===== config.mk =====
export PLATFORM = sky130hd
export DESIGN_NAME = dshot_frame_decoder
export DESIGN_NICKNAME = d
export VERILOG_FILES = /design/src/rtl/dshot_frame_decoder.sv
export SDC_FILE = /design/constraint.sdc
export NUM_CORES = 1
export LEC_CHECK = 0
export CAP_MARGIN = 20
export CORE_AREA = 2 2 83 124
export CTS_CLUSTER_SIZE = 30
export DETAILED_ROUTE_END_ITERATION = 12
export DIE_AREA = 0 0 85 126
export DONT_BUFFER_PORTS = 1
export HOLD_SLACK_MARGIN = 0.08
export SYNTH_ARGS = -nofsm -noshare
export SYNTH_HDL_FRONTEND = slang
export SYNTH_SLANG_ARGS = --single-unit

===== constraint.sdc =====
create_clock -name clk -period 2.94 [get_ports clk]
set_input_delay 0.735 -clock clk [delete_from_list [all_inputs] [get_ports clk]]
set_output_delay 0.735 -clock clk [all_outputs]
set_load 0.05 [all_outputs]

===== src/rtl/dshot_frame_decoder.sv =====
// DShot receiver front end: synchronizes the pin, times each high pulse,
// assembles 16-bit frames, checks the CRC and publishes throttle/telemetry/speed.
module dshot_frame_decoder #(
   parameter int unsigned BIT_THRESH = 60,
   parameter int unsigned MIN_HIGH   = 10,
   parameter int unsigned MAX_HIGH   = 100,
   parameter int unsigned FRAME_GAP  = 200
) (
   input  logic        clk,
   input  logic        rst,
   input  logic        dshot_in,
   output logic [10:0] throttle,
   output logic        telemetry,
   output logic [7:0]  speed,
   output logic        frame_valid,
   output logic        crc_error,
   output logic        frame_error,
   output logic [7:0]  err_count
);

   localparam int unsigned HW      = $clog2(MAX_HIGH + 2);
   localparam int unsigned LW      = $clog2(FRAME_GAP + 1);
   localparam int unsigned FW      = 16;
   localparam int unsigned BW      = 5;
   localparam int unsigned TW      = 11;
   localparam int unsigned ARM_THR = 48;

   localparam logic [HW-1:0] H_SAT = HW'(MAX_HIGH + 1);
   localparam logic [HW-1:0] H_MIN = HW'(MIN_HIGH);
   localparam logic [HW-1:0] H_MAX = HW'(MAX_HIGH);
   localparam logic [HW-1:0] H_BIT = HW'(BIT_THRESH);
   localparam logic [LW-1:0] L_GAP = LW'(FRAME_GAP);

   typedef enum logic [1:0] {WAIT_LOW, IDLE, HIGH, LOW} state_t;

   state_t          state_q, state_d;
   logic            sync1_q, sync2_q, prev_q;
   logic [HW-1:0]   high_cnt_q, high_cnt_d;
   logic [LW-1:0]   low_cnt_q, low_cnt_d;
   logic [BW-1:0]   bit_cnt_q, bit_cnt_d;
   logic [FW-1:0]   shift_q, shift_d;
   logic            check_q, check_d;
   logic [TW-1:0]   throttle_q, throttle_d;
   logic            telem_q, telem_d;
   logic [7:0]      speed_q, speed_d;
   logic            valid_q, valid_d;
   logic            crc_err_q, crc_err_d;
   logic            frame_err_q, frame_err_d;
   logic [7:0]      err_cnt_q, err_cnt_d;

   logic            rise_c, fall_c, short_c, long_c, pulse_ok_c, pulse_bad_c, gap_hit_c, partial_c;
   logic [HW-1:0]   high_nx_c;
   logic [LW-1:0]   low_nx_c;
   logic [11:0]     data_c;
   logic [3:0]      crc_c;
   logic [TW-1:0]   thr_c, armed_c;
   logic [7:0]      speed_new_c;

   // Pulse timing and frame-check decode shared by both combinational processes
   always_comb begin
      rise_c      = sync2_q & ~prev_q;
      fall_c      = ~sync2_q & prev_q;
      high_nx_c   = (high_cnt_q >= H_SAT) ? high_cnt_q : high_cnt_q + HW'(1);
      low_nx_c    = (low_cnt_q >= L_GAP) ? low_cnt_q : low_cnt_q + LW'(1);
      short_c     = high_nx_c < H_MIN;
      long_c      = high_nx_c > H_MAX;
      pulse_ok_c  = fall_c & ~short_c & ~long_c;
      pulse_bad_c = (fall_c & short_c) | long_c;
      gap_hit_c   = low_nx_c >= L_GAP;
      partial_c   = (bit_cnt_q != BW'(0)) && (bit_cnt_q < BW'(FW));
      data_c      = shift_q[15:4];
      crc_c       = data_c[3:0] ^ data_c[7:4] ^ data_c[11:8];
      thr_c       = shift_q[15:5];
      armed_c     = thr_c - TW'(ARM_THR);
      speed_new_c = (thr_c < TW'(ARM_THR)) ? 8'd0 : armed_c[10:3];
   end

   always_ff @(posedge clk) begin
      if (rst) state_q <= WAIT_LOW;
      else     state_q <= state_d;
   end

   always_comb begin
      state_d = state_q;
      case (state_q)
         WAIT_LOW: if (!sync2_q && gap_hit_c) state_d = IDLE;
         IDLE:     if (rise_c) state_d = HIGH;
         HIGH: begin
            if (pulse_bad_c)     state_d = WAIT_LOW;
            else if (pulse_ok_c) state_d = LOW;
         end
         LOW: begin
            if (rise_c)         state_d = HIGH;
            else if (gap_hit_c) state_d = IDLE;
         end
         default: state_d = WAIT_LOW;
      endcase
   end

   always_comb begin
      high_cnt_d  = high_cnt_q;
      low_cnt_d   = low_cnt_q;
      bit_cnt_d   = bit_cnt_q;
      shift_d     = shift_q;
      check_d     = 1'b0;
      throttle_d  = throttle_q;
      telem_d     = telem_q;
      speed_d     = speed_q;
      valid_d     = 1'b0;
      crc_err_d   = 1'b0;
      frame_err_d = 1'b0;
      err_cnt_d   = err_cnt_q;
      case (state_q)
         WAIT_LOW: low_cnt_d = sync2_q ? '0 : low_nx_c;
         IDLE:     if (rise_c) high_cnt_d = '0;
         HIGH: begin
            high_cnt_d = high_nx_c;
            if (pulse_bad_c) begin
               frame_err_d = 1'b1;
               bit_cnt_d   = '0;
               low_cnt_d   = '0;
            end else if (pulse_ok_c) begin
               shift_d   = {shift_q[FW-2:0], high_nx_c >= H_BIT};
               bit_cnt_d = bit_cnt_q + BW'(1);
               low_cnt_d = '0;
               check_d   = (bit_cnt_q == BW'(FW - 1));
            end
         end
         LOW: begin
            low_cnt_d = low_nx_c;
            if (rise_c) begin
               high_cnt_d = '0;
            end else if (gap_hit_c) begin
               frame_err_d = partial_c;
               bit_cnt_d   = '0;
            end
         end
         default: ;
      endcase
      // Frame check runs the cycle after bit 16 lands
      if (check_q) begin
         bit_cnt_d = '0;
         if (crc_c == shift_q[3:0]) begin
            throttle_d = thr_c;
            telem_d    = shift_q[4];
            speed_d    = speed_new_c;
            valid_d    = 1'b1;
         end else begin
            crc_err_d = 1'b1;
         end
      end
      if ((crc_err_d || frame_err_d) && (err_cnt_q != 8'hFF)) err_cnt_d = err_cnt_q + 8'd1;
   end

   always_ff @(posedge clk) begin
      if (rst) begin
         sync1_q     <= 1'b0;
         sync2_q     <= 1'b0;
         prev_q      <= 1'b0;
         high_cnt_q  <= '0;
         low_cnt_q   <= '0;
         bit_cnt_q   <= '0;
         shift_q     <= '0;
         check_q     <= 1'b0;
         throttle_q  <= '0;
         telem_q     <= 1'b0;
         speed_q     <= '0;
         valid_q     <= 1'b0;
         crc_err_q   <= 1'b0;
         frame_err_q <= 1'b0;
         err_cnt_q   <= '0;
      end else begin
         sync1_q     <= dshot_in;
         sync2_q     <= sync1_q;
         prev_q      <= sync2_q;
         high_cnt_q  <= high_cnt_d;
         low_cnt_q   <= low_cnt_d;
         bit_cnt_q   <= bit_cnt_d;
         shift_q     <= shift_d;
         check_q     <= check_d;
         throttle_q  <= throttle_d;
         telem_q     <= telem_d;
         speed_q     <= speed_d;
         valid_q     <= valid_d;
         crc_err_q   <= crc_err_d;
         frame_err_q <= frame_err_d;
         err_cnt_q   <= err_cnt_d;
      end
   end

   assign throttle    = throttle_q;
   assign telemetry   = telem_q;
   assign speed       = speed_q;
   assign frame_valid = valid_q;
   assign crc_error   = crc_err_q;
   assign frame_error = frame_err_q;
   assign err_count   = err_cnt_q;

endmodule


==> Word-level counts from Yosys, hierarchy flattened <==
Cells that the tools add are included.
{ "op_classes": {"add_sub_neg": 5, "order_cmp": 8, "n_eq_ne": 13, "muxes": 28, "bitwise": 16, "reduce_logical": 20} }
{ "op_table": {"columns": ["op", "count"], "rows": [
  ["two-way mux 8 bit", 5],
  ["case mux 8 bit (3 select lines)", 1],
  ["two-way mux 5 bit", 4],
  ["adder 8 x 1 -> 8 bit, second input constant", 2],
  ["greater-or-equal comparator 8 bit, second input constant", 2],
  ["two-way mux 7 bit", 2],
  ["case mux 7 bit (2 select lines)", 1],
  ["two-way mux 2 bit", 6],
  ["less-than comparator 11 x 6 -> 1 bit, second input constant", 1],
  ["subtractor 11 x 6 -> 11 bit, second input constant", 1],
  ["case mux 5 bit (2 select lines)", 1],
  ["!= test 2 bit, second input constant", 4],
  ["!= test 8 bit, second input constant", 1],
  ["inverter 1 bit", 8],
  ["case mux 2 bit (4 select lines)", 1],
  ["AND reduction 4 bit", 2],
  ["bitwise XOR 4 bit", 2],
  ["adder 7 x 1 -> 7 bit, second input constant", 1],
  ["greater-or-equal comparator 7 x 6 -> 1 bit, second input constant", 1],
  ["greater-or-equal comparator 7 bit, second input constant", 1],
  ["> comparator 7 bit, second input constant", 1],
  ["less-than comparator 7 x 4 -> 1 bit, second input constant", 1],
  ["two-way mux 1 bit", 6],
  ["!= test 3 bit, second input constant", 2],
  ["other kinds (21)", 33]
]} }
{ "word_totals": {"reg_bits": 73, "output_inout_bits": 31, "wordCells": 106} }

==> Depth between registers and ports, before layout <==
Gate-level depths: netlist (run 1).
{ "logic_depth": {"word_depth": 9, "ltp_mapped": 10} }

==> Worst setup path after synthesis (run 1) <==
OpenSTA, ideal clock, no wires.
{ "synth_path": {"path_kind": "reg2reg", "start": "register high_cnt_q[1]", "end": "register err_cnt_q[6] (netlist: err_count[6])", "arrival_ns": 2.555, "slack_ns": 0.270, "path_stages_with_launch": 10, "synth_period_minus_slack_ns": 2.670, "cell_sequence": "dfxtp_1 > inv_1 > ha_1 > or4b_2 > o21ai_0 > a222oi_1 > nor3b_1 > nor3b_2 > or4b_1 > and3b_1"} }
{ "synth_between": {"elab_chain_len": 9, "elab_cells_between_ends": 11, "cone_classes": "add/sub (1); order compare (3); mux (3); bitwise (2); reduce/logical (2)"} }
{ "synth_lines": {"columns": ["item", "line_no", "text"], "rows": [
  ["start, declared", "38", "logic [HW-1:0] high_cnt_q, high_cnt_d;"],
  ["start signal, assigned", "176", "high_cnt_q <= high_cnt_d;"],
  ["adder 7 x 1 -> 7 bit or greater-or-equal comparator 7 bit (tied branches)", "63", "high_nx_c = (high_cnt_q >= H_SAT) ? high_cnt_q : high_cnt_q + HW'(1);"],
  ["two-way mux 7 bit *", "63", null],
  ["less-than comparator 7 x 4 -> 1 bit", "65", "short_c = high_nx_c < H_MIN;"],
  ["bitwise AND 1 bit", "68", "pulse_bad_c = (fall_c & short_c) | long_c;"],
  ["bitwise OR 1 bit *", "68", null],
  ["two-way mux 1 bit *", "118", "if (pulse_bad_c) begin"],
  ["case mux 1 bit (2 select lines) *", "113", "case (state_q)"],
  ["logical OR 1 bit *", "152", "if ((crc_err_d || frame_err_d) && (err_cnt_q != 8'hFF)) err_cnt_d = err_cnt_q + 8'd1;"],
  ["logical AND 1 bit *", "152", null],
  ["end signal, assigned", "187", "err_cnt_q <= err_cnt_d;"],
  ["end, declared", "49", "logic [7:0] err_cnt_q, err_cnt_d;"]
]} }
Mark *: on every way between the ends. The rest lies on a longest branch, timed or not.
A chain may end at the register's enable or synchronous reset.

==> Worst setup path in the final report (run 1) <==
Same ends and word-level chain as after synthesis.

==> flow_metrics.tcl, run 1 <==
set metrics [dict create \
    worst_path_max_delay_cell "or4b_2" \
    maxSlewHeadroom 0.569 \
    fp-row-count 44 \
    tightest_slew_ns 0.642 \
    muxShareOfSynthArea 0.0881 \
    cp_slowest_stage_delay_ns 0.58 \
    io-pin-count 34 \
    max-cap-violations 0 \
    post_route_cells_drive_above_1_share 0.108 \
    syn_to_final_growth_pct 12.4 \
    rsz0062_at_grt "no" \
    tritoncts.num_buffers 9 \
    timing.critical_path.required_ns 3.17 \
    grt_pass1_wl_um 14400 \
    arrival_ns 3.00 \
    globalRoute.totalOverflow 0 \
    initial_antenna_violation_count 0 \
    finalNetCount 443 \
    post-route-period-util 0.943 \
    synthAdderAreaFrac 0.0299 \
    static_power_due_to_leakage_nw 1.65 \
    yosysWarnings 0 \
    yosysUniqueCellTypes 64 \
    postPlaceCellArea_um2 3910 \
    initial_core_util 0.391 \
    placeableCoreArea_um2 9630 \
    async_reset_ff_frac 0 \
    final_design_area_no_fill_um2 4230 \
    floorplan_die_width_um 85 \
    criticalPathCategory "register to register" \
    fin_crit_ns 2.77 \
    crit_chain "inv_1 -> ha_1 -> or4b_2 -> o21ai_0 -> a222oi_1 -> nor3b_2 -> nor3b_4 -> or4b_1 -> and3b_1" \
    route.vias.total 3093 \
    syn_inst 431 \
    cts-htree-levels 3 \
    report.final.slew_viol_count 0 \
    avgSynthCellArea_um2 8.73 \
    layout.cells.most_common_list "72 x dfxtp_1, 65 x nor2_1, 32 x mux2i_1" \
    drtPass1Iterations 4 \
    portBuffers 0 \
    ys.flop_type "dfxtp_1" \
    synth_compound_area_frac 0.169 \
    most_common_library_cell_in_the_layout_ignoring_fill_and_taps "dfxtp_1" \
    die_h_um 126 \
    yosysSeqAreaShare 0.388 \
    postSynthRegisterBits 73 \
    outcome "completed" \
    detail_route.vias_per_cell 5.61 \
    synth_nets 443 \
    end_kind "register" \
    setup.worst_path.start_class "register" \
    first_global_vias 3065 \
    filler_cell_count 905 \
    routabilityCongestion 0.873 \
    multi_input_area_um2 2150 \
    fin_worst_skew_ns 0.00638 \
    global_route.usage.total 0.164 \
    synth_top_family_by_area "simple AND/OR/NAND/NOR gates" \
    holdCritPathClass "register to register" \
    drt_drc_violations_left 0 \
    clock_latency_ns 0.34 \
    detailedPlacementHpwl_um 6080 \
    cts_root_buf "clkbuf_16" \
    insertedDiodeCount 0 \
    vdd_drop_max_v 0.000323 \
    startpoint "high_cnt_q[1]$_SDFFE_PP0P_" \
    power.density_nw_per_um2 506 \
    worst_min_delay_path_startpoint "sync1_q$_SDFF_PP0_" \
    sequential_cell_area_um2 1460 \
    largest_net_degree_at_the_start_of_global_routing 69 \
    synth.cell_area_um2 3760 \
    finalWirelength_um 8570 \
    tritoncts "done" \
    tns_ns 0 \
    cts_max_path_buffers 2 \
    wl_per_cell_um 15.5 \
    final-hold-violation-count 0 \
    crit_fanout 8 \
    final_antenna_net_count 0 \
    rr_startpoint "high_cnt_q[1]$_SDFFE_PP0P_" \
    tritoncts_num_sinks 73 \
    synthXorXnorAreaFrac 0.0442 \
    holdBufCountCts 0 \
    drt_iter0_drc 222 \
    synth_simple_gate_area_frac 0.235 \
    timing.fmax_mhz 361 \
    dieArea_um2 10700 \
    synth-edff-count 0 \
    cts.reportedPaths.clkPinSlew_ns 0.06 \
    finalSetupViolations 0 \
]
==> where the power goes <==
part | switching (mW) | internal, mW | total, mW
combinational | 0.0120 | 0.0118 | 0.0238
clock | 0.449 | 0.664 | 1.11
sequential | 0.00854 | 0.995 | 1.00
total | 0.469 | 1.67 | 2.14
==> routing by layer <==
layer / global-route usage / up-vias / routed length, um
met2: 0.307 / 80 / 4630
li1: - / 1547 / -
met4: 0.0700 / 0 / 170
met5: 0 / - / 0
met1: 0.172 / 1451 / 3360
met3: 0.0354 / 15 / 406
==> synth_stat cells (2+ instances only) <==
cell type  number  area, um^2
and3_1          8        50.1
a21oi_1        24         120
xnor2_1        10        87.6
nor4_1          3        18.8
nor3_1         16        80.1
o211ai_1        4        30.0
nor2b_1         9        56.3
nand3b_1        4        30.0
a22oi_1         3        22.5
a31oi_1         6        37.5
nor3b_1         5        37.5
clkbuf_1       15        56.3
and3b_1         2        17.5
nand2b_1        7        43.8
or4_1           2        15.0
nor2_1         65         244
nand2_1        16        60.1
buf_2           8        40.0
nand4_1         6        37.5
o31ai_1         4        30.0
o21a_1          2        15.0
a211oi_1        8        60.1
o21ai_0        14        70.1
mux2i_1        32         320
a221o_1         2        20.0
ha_1            9         113
inv_1          13        48.8
dfxtp_1        73        1460
or3_1           7        43.8
and2_4          2        17.5
nand3_1         7        35.0
a311oi_1        2        17.5
buf_6           2        22.5
a21o_1          2        15.0
or3_4           2        22.5
xor2_1          9        78.8
==> layout make-up <==
class                   count  area share
flip-flops and latches     73       0.346
clock buffers               9      0.0532
inverters                  13      0.0115
repair buffers             15      0.0296
clock inverters             7      0.0183
multi-input cells         319       0.508
well taps                 115      0.0340
==> flip-flops by register name, summed over array words and instances, names as in the netlist <==
name and count:
shift_q 16, prev_q 1, telemetry 1, frame_error 1
speed 8, low_cnt_q 8, crc_error 1, throttle 11
high_cnt_q 7, bit_cnt_q 5, err_count 8, sync1_q 1
frame_valid 1, state_q 2, sync2_q 1, check_q 1
==> worst max-delay path, delay by kind of cell, from the launching register on <==
family                     cells  cell delay, ns
and+or+nand+nor                5            1.66
adders and majority gates      1            0.31
AOI/OAI and AO/OA              2            0.26
DFF                            1            0.37
buffers and inverters          1            0.06
==> worst paths after layout <==
path	endpoint	slack (ns)	depth (start not counted)
worst max register to register	err_count[6]$_SDFFE_PP0P_	0.17	9
worst min-delay path	sync2_q$_SDFF_PP0_	0.44	1
worst min register to register	sync2_q$_SDFF_PP0_	0.44	1
worst max-delay path	err_count[6]$_SDFFE_PP0P_	0.17	9
==> cell families (layout without fill, tap and decap cells) <==
kind of cell / after synthesis / after routing
adders and majority gates: 9 / 9
DFF: 73 / 73
buffers and inverters: 39 / 44
xor gates and xnor gates: 19 / 19
and+or+nand+nor: 168 / 168
AOI/OAI and AO/OA: 90 / 90
muxes: 33 / 33
==> what timing repair did <==
| item | 4_1_cts | 5_1_grt |
|---|---|---|
| buffers inserted | 0 | 0 |
| resized for setup | 0 | 5 |
| setup endpoints to repair | 0 | 10 |
==> per-stage QoR <==
| stage | setup slack (ns) | power [mW] | hold slack (ns) | instances | utilization |
|---|---|---|---|---|---|
| global route | 0.0115 | 2.20 | 0.453 | 551 | 0.439 |
| finish | 0.167 | 2.14 | 0.439 | 551 | 0.439 |
| CTS | 0.0625 | 2.16 | 0.447 | 551 | 0.437 |
| detailed placement | 0.0566 | 1.05 | 0.432 | 535 | 0.406 |
| global placement | 0.142 | 1.05 | 0.426 | 535 | 0.406 |
| floorplan | 0.270 | 1.05 | 0.414 | 431 | - |
(Power assumes the default switching activity.)
==> run 2: changes to the inputs <==
Settings changed: CORE_AREA 2 2 83 124 to 2 2 74 112, DIE_AREA 0 0 85 126 to 0 0 76 114, SLEW_MARGIN set to 20.
==> flow_metrics.tcl, run 2 (synthesis gave the netlist of run 1 again) <==
set metrics [dict create \
    clock_latency_ns 0.33 \
    wl_met2_um 4330 \
    io-pin-count 34 \
    combinationalPowerShare 0.011 \
    vdd_drop_max_v 0.000359 \
    detail_route.vias_per_cell 5.67 \
    post-route-period-util 0.935 \
    post_route_cells_drive_above_1_share 0.103 \
    routabilityCongestion 0.887 \
    cts_max_path_buffers 2 \
    wl_met3_um 337 \
    wl_per_cell_um 15.3 \
    portBuffers 0 \
    floorplan_die_width_um 76 \
    insertedDiodeCount 0 \
    globalRoute.totalOverflow 0 \
    tritoncts_num_sinks 73 \
    highest-signal-layer "met4" \
    filler_cell_count 752 \
    cts.reportedPaths.clkPinSlew_ns 0.06 \
    first_global_vias 2939 \
    regMostFlops "shift_q" \
    static_power_due_to_leakage_nw 1.66 \
    r2r-end "err_count[6]$_SDFFE_PP0P_" \
    detailedPlacementHpwl_um 5770 \
    critical_path.endpoint "err_count[6]$_SDFFE_PP0P_" \
    grt_pass1_wl_um 14100 \
    drtPass1Iterations 4 \
    share_clk_of_total_power 0.545 \
    cts_root_buf "clkbuf_16" \
    worst_r2r_path_depth 9 \
    holdBufCountCts 0 \
    initial_antenna_violation_count 0 \
    power.density_nw_per_um2 532 \
    startpoint "high_cnt_q[1]$_SDFFE_PP0P_" \
    end_kind "register" \
    timing.critical_path.required_ns 3.16 \
    timing.fmax_mhz 364 \
    tritoncts.num_buffers 9 \
    maxSlewHeadroom 0.573 \
    sequential_cell_area_um2 1460 \
    tightest_slew_ns 0.636 \
    initial_core_util 0.485 \
    holdCritPathClass "register to register" \
    rr_startpoint "high_cnt_q[1]$_SDFFE_PP0P_" \
    setup.reg_to_reg.worst_slack_ns 0.19 \
    arrival_ns 2.97 \
    tns_ns 0 \
    dieArea_um2 8660 \
    report.final.slew_viol_count 0 \
    setup.worst_path.start_class "register" \
    largest_net_degree_at_the_start_of_global_routing 69 \
    cts-htree-levels 3 \
    fin_worst_skew_ns 0.00392 \
    p_sw_uw 430 \
    m1_wl_um 3410 \
    final-hold-violation-count 0 \
    swShare 0.191 \
    intPower_mw 1.83 \
    fin_crit_ns 2.75 \
    outcome "completed" \
    max-cap-violations 0 \
    power_frac_seq 0.445 \
    finalNetCount 443 \
    finalWirelength_um 8240 \
    drt_drc_violations_left 0 \
    placeableCoreArea_um2 7760 \
    largest_register_ffs 16 \
    finalSetupViolations 0 \
    criticalPathCategory "register to register" \
    crit_fanout 8 \
    rsz0062_at_grt "no" \
    syn_to_final_growth_pct 12.8 \
    final_antenna_net_count 0 \
    fp-row-count 40 \
    most_common_library_cell_in_the_layout_ignoring_fill_and_taps "dfxtp_1" \
    die_h_um 114 \
    layout.cells.most_common_list "71 x dfxtp_1, 65 x nor2_1, 32 x mux2i_1" \
    drt_iter0_drc 151 \
    tritoncts "done" \
    multi_input_area_um2 2140 \
    worst_hold_slack_after_final_layout_ns 0.440 \
    route.vias.total 3060 \
    global_route.usage.total 0.200 \
]
## run 2: layer usage
layer / vias to the layer above / GRT usage
met5: - / 0
met4: 0 / 0.0873
met3: 15 / 0.0443
met2: 53 / 0.367
met1: 1441 / 0.222
li1: 1551 / -
## run 2: how the worst min path moves through the flow
stage	start	to	depth (start not counted)
2_1_floorplan	sync1_q$_SDFF_PP0_	sync2_q$_SDFF_PP0_	1
3_3_place_gp	sync1_q$_SDFF_PP0_	sync2_q$_SDFF_PP0_	1
3_5_place_dp	sync1_q$_SDFF_PP0_	sync2_q$_SDFF_PP0_	1
4_1_cts	sync1_q$_SDFF_PP0_	sync2_q$_SDFF_PP0_	1
5_1_grt	rst	high_cnt_q[1]$_SDFFE_PP0P_	1
6_report	sync1_q$_SDFF_PP0_	sync2_q$_SDFF_PP0_	1
## run 2: final cells by class
| class | instances | area share |
|---|---|---|
| inverter | 13 | 0.0115 |
| clock inverter | 6 | 0.0254 |
| tap | 105 | 0.0310 |
| timing repair buffer | 15 | 0.0295 |
| sequential | 73 | 0.345 |
| clock buffer | 9 | 0.0531 |
| multi-input combinational | 319 | 0.505 |
## run 2: worst max-delay path: stages (launching register included)
cell and delay, ns:
dfxtp_2 0.39, inv_1 0.06, ha_1 0.30, or4b_2 0.58
o21ai_0 0.09, a222oi_1 0.13, nor3b_1 0.31, nor3b_2 0.10
or4b_1 0.49, and3b_1 0.18
## run 2: repair_timing
| item | in CTS | in global routing |
|---|---|---|
| setup endpoints to repair | 0 | 9 |
| resized for setup | 0 | 3 |
| buffers inserted | 0 | 2 |
## run 2: power groups by stage
| stage | registers [mW] | clock network [mW] | logic (mW) |
|---|---|---|---|
| after detailed placement | 1.03 | 0 | 0.0235 |
| final | 1.00 | 1.23 | 0.0238 |
| after global routing | 1.00 | 1.30 | 0.0270 |
| after global placement | 1.03 | 0 | 0.0229 |
| after floorplan | 1.02 | 0 | 0.0311 |
| after CTS | 1.00 | 1.25 | 0.0241 |
## run 2: stage by stage
stage                     setup WS [ns]  utilization  power, mW  cells  area (um^2)
after floorplan                   0.270            -       1.05    431         3760
after global placement            0.169        0.500       1.05    523         3880
after detailed placement          0.112        0.500       1.05    523         3880
after CTS                         0.106        0.543       2.28    538         4220
after global routing             0.0207        0.547       2.33    540         4240
final                             0.191        0.547       2.26    540         4240
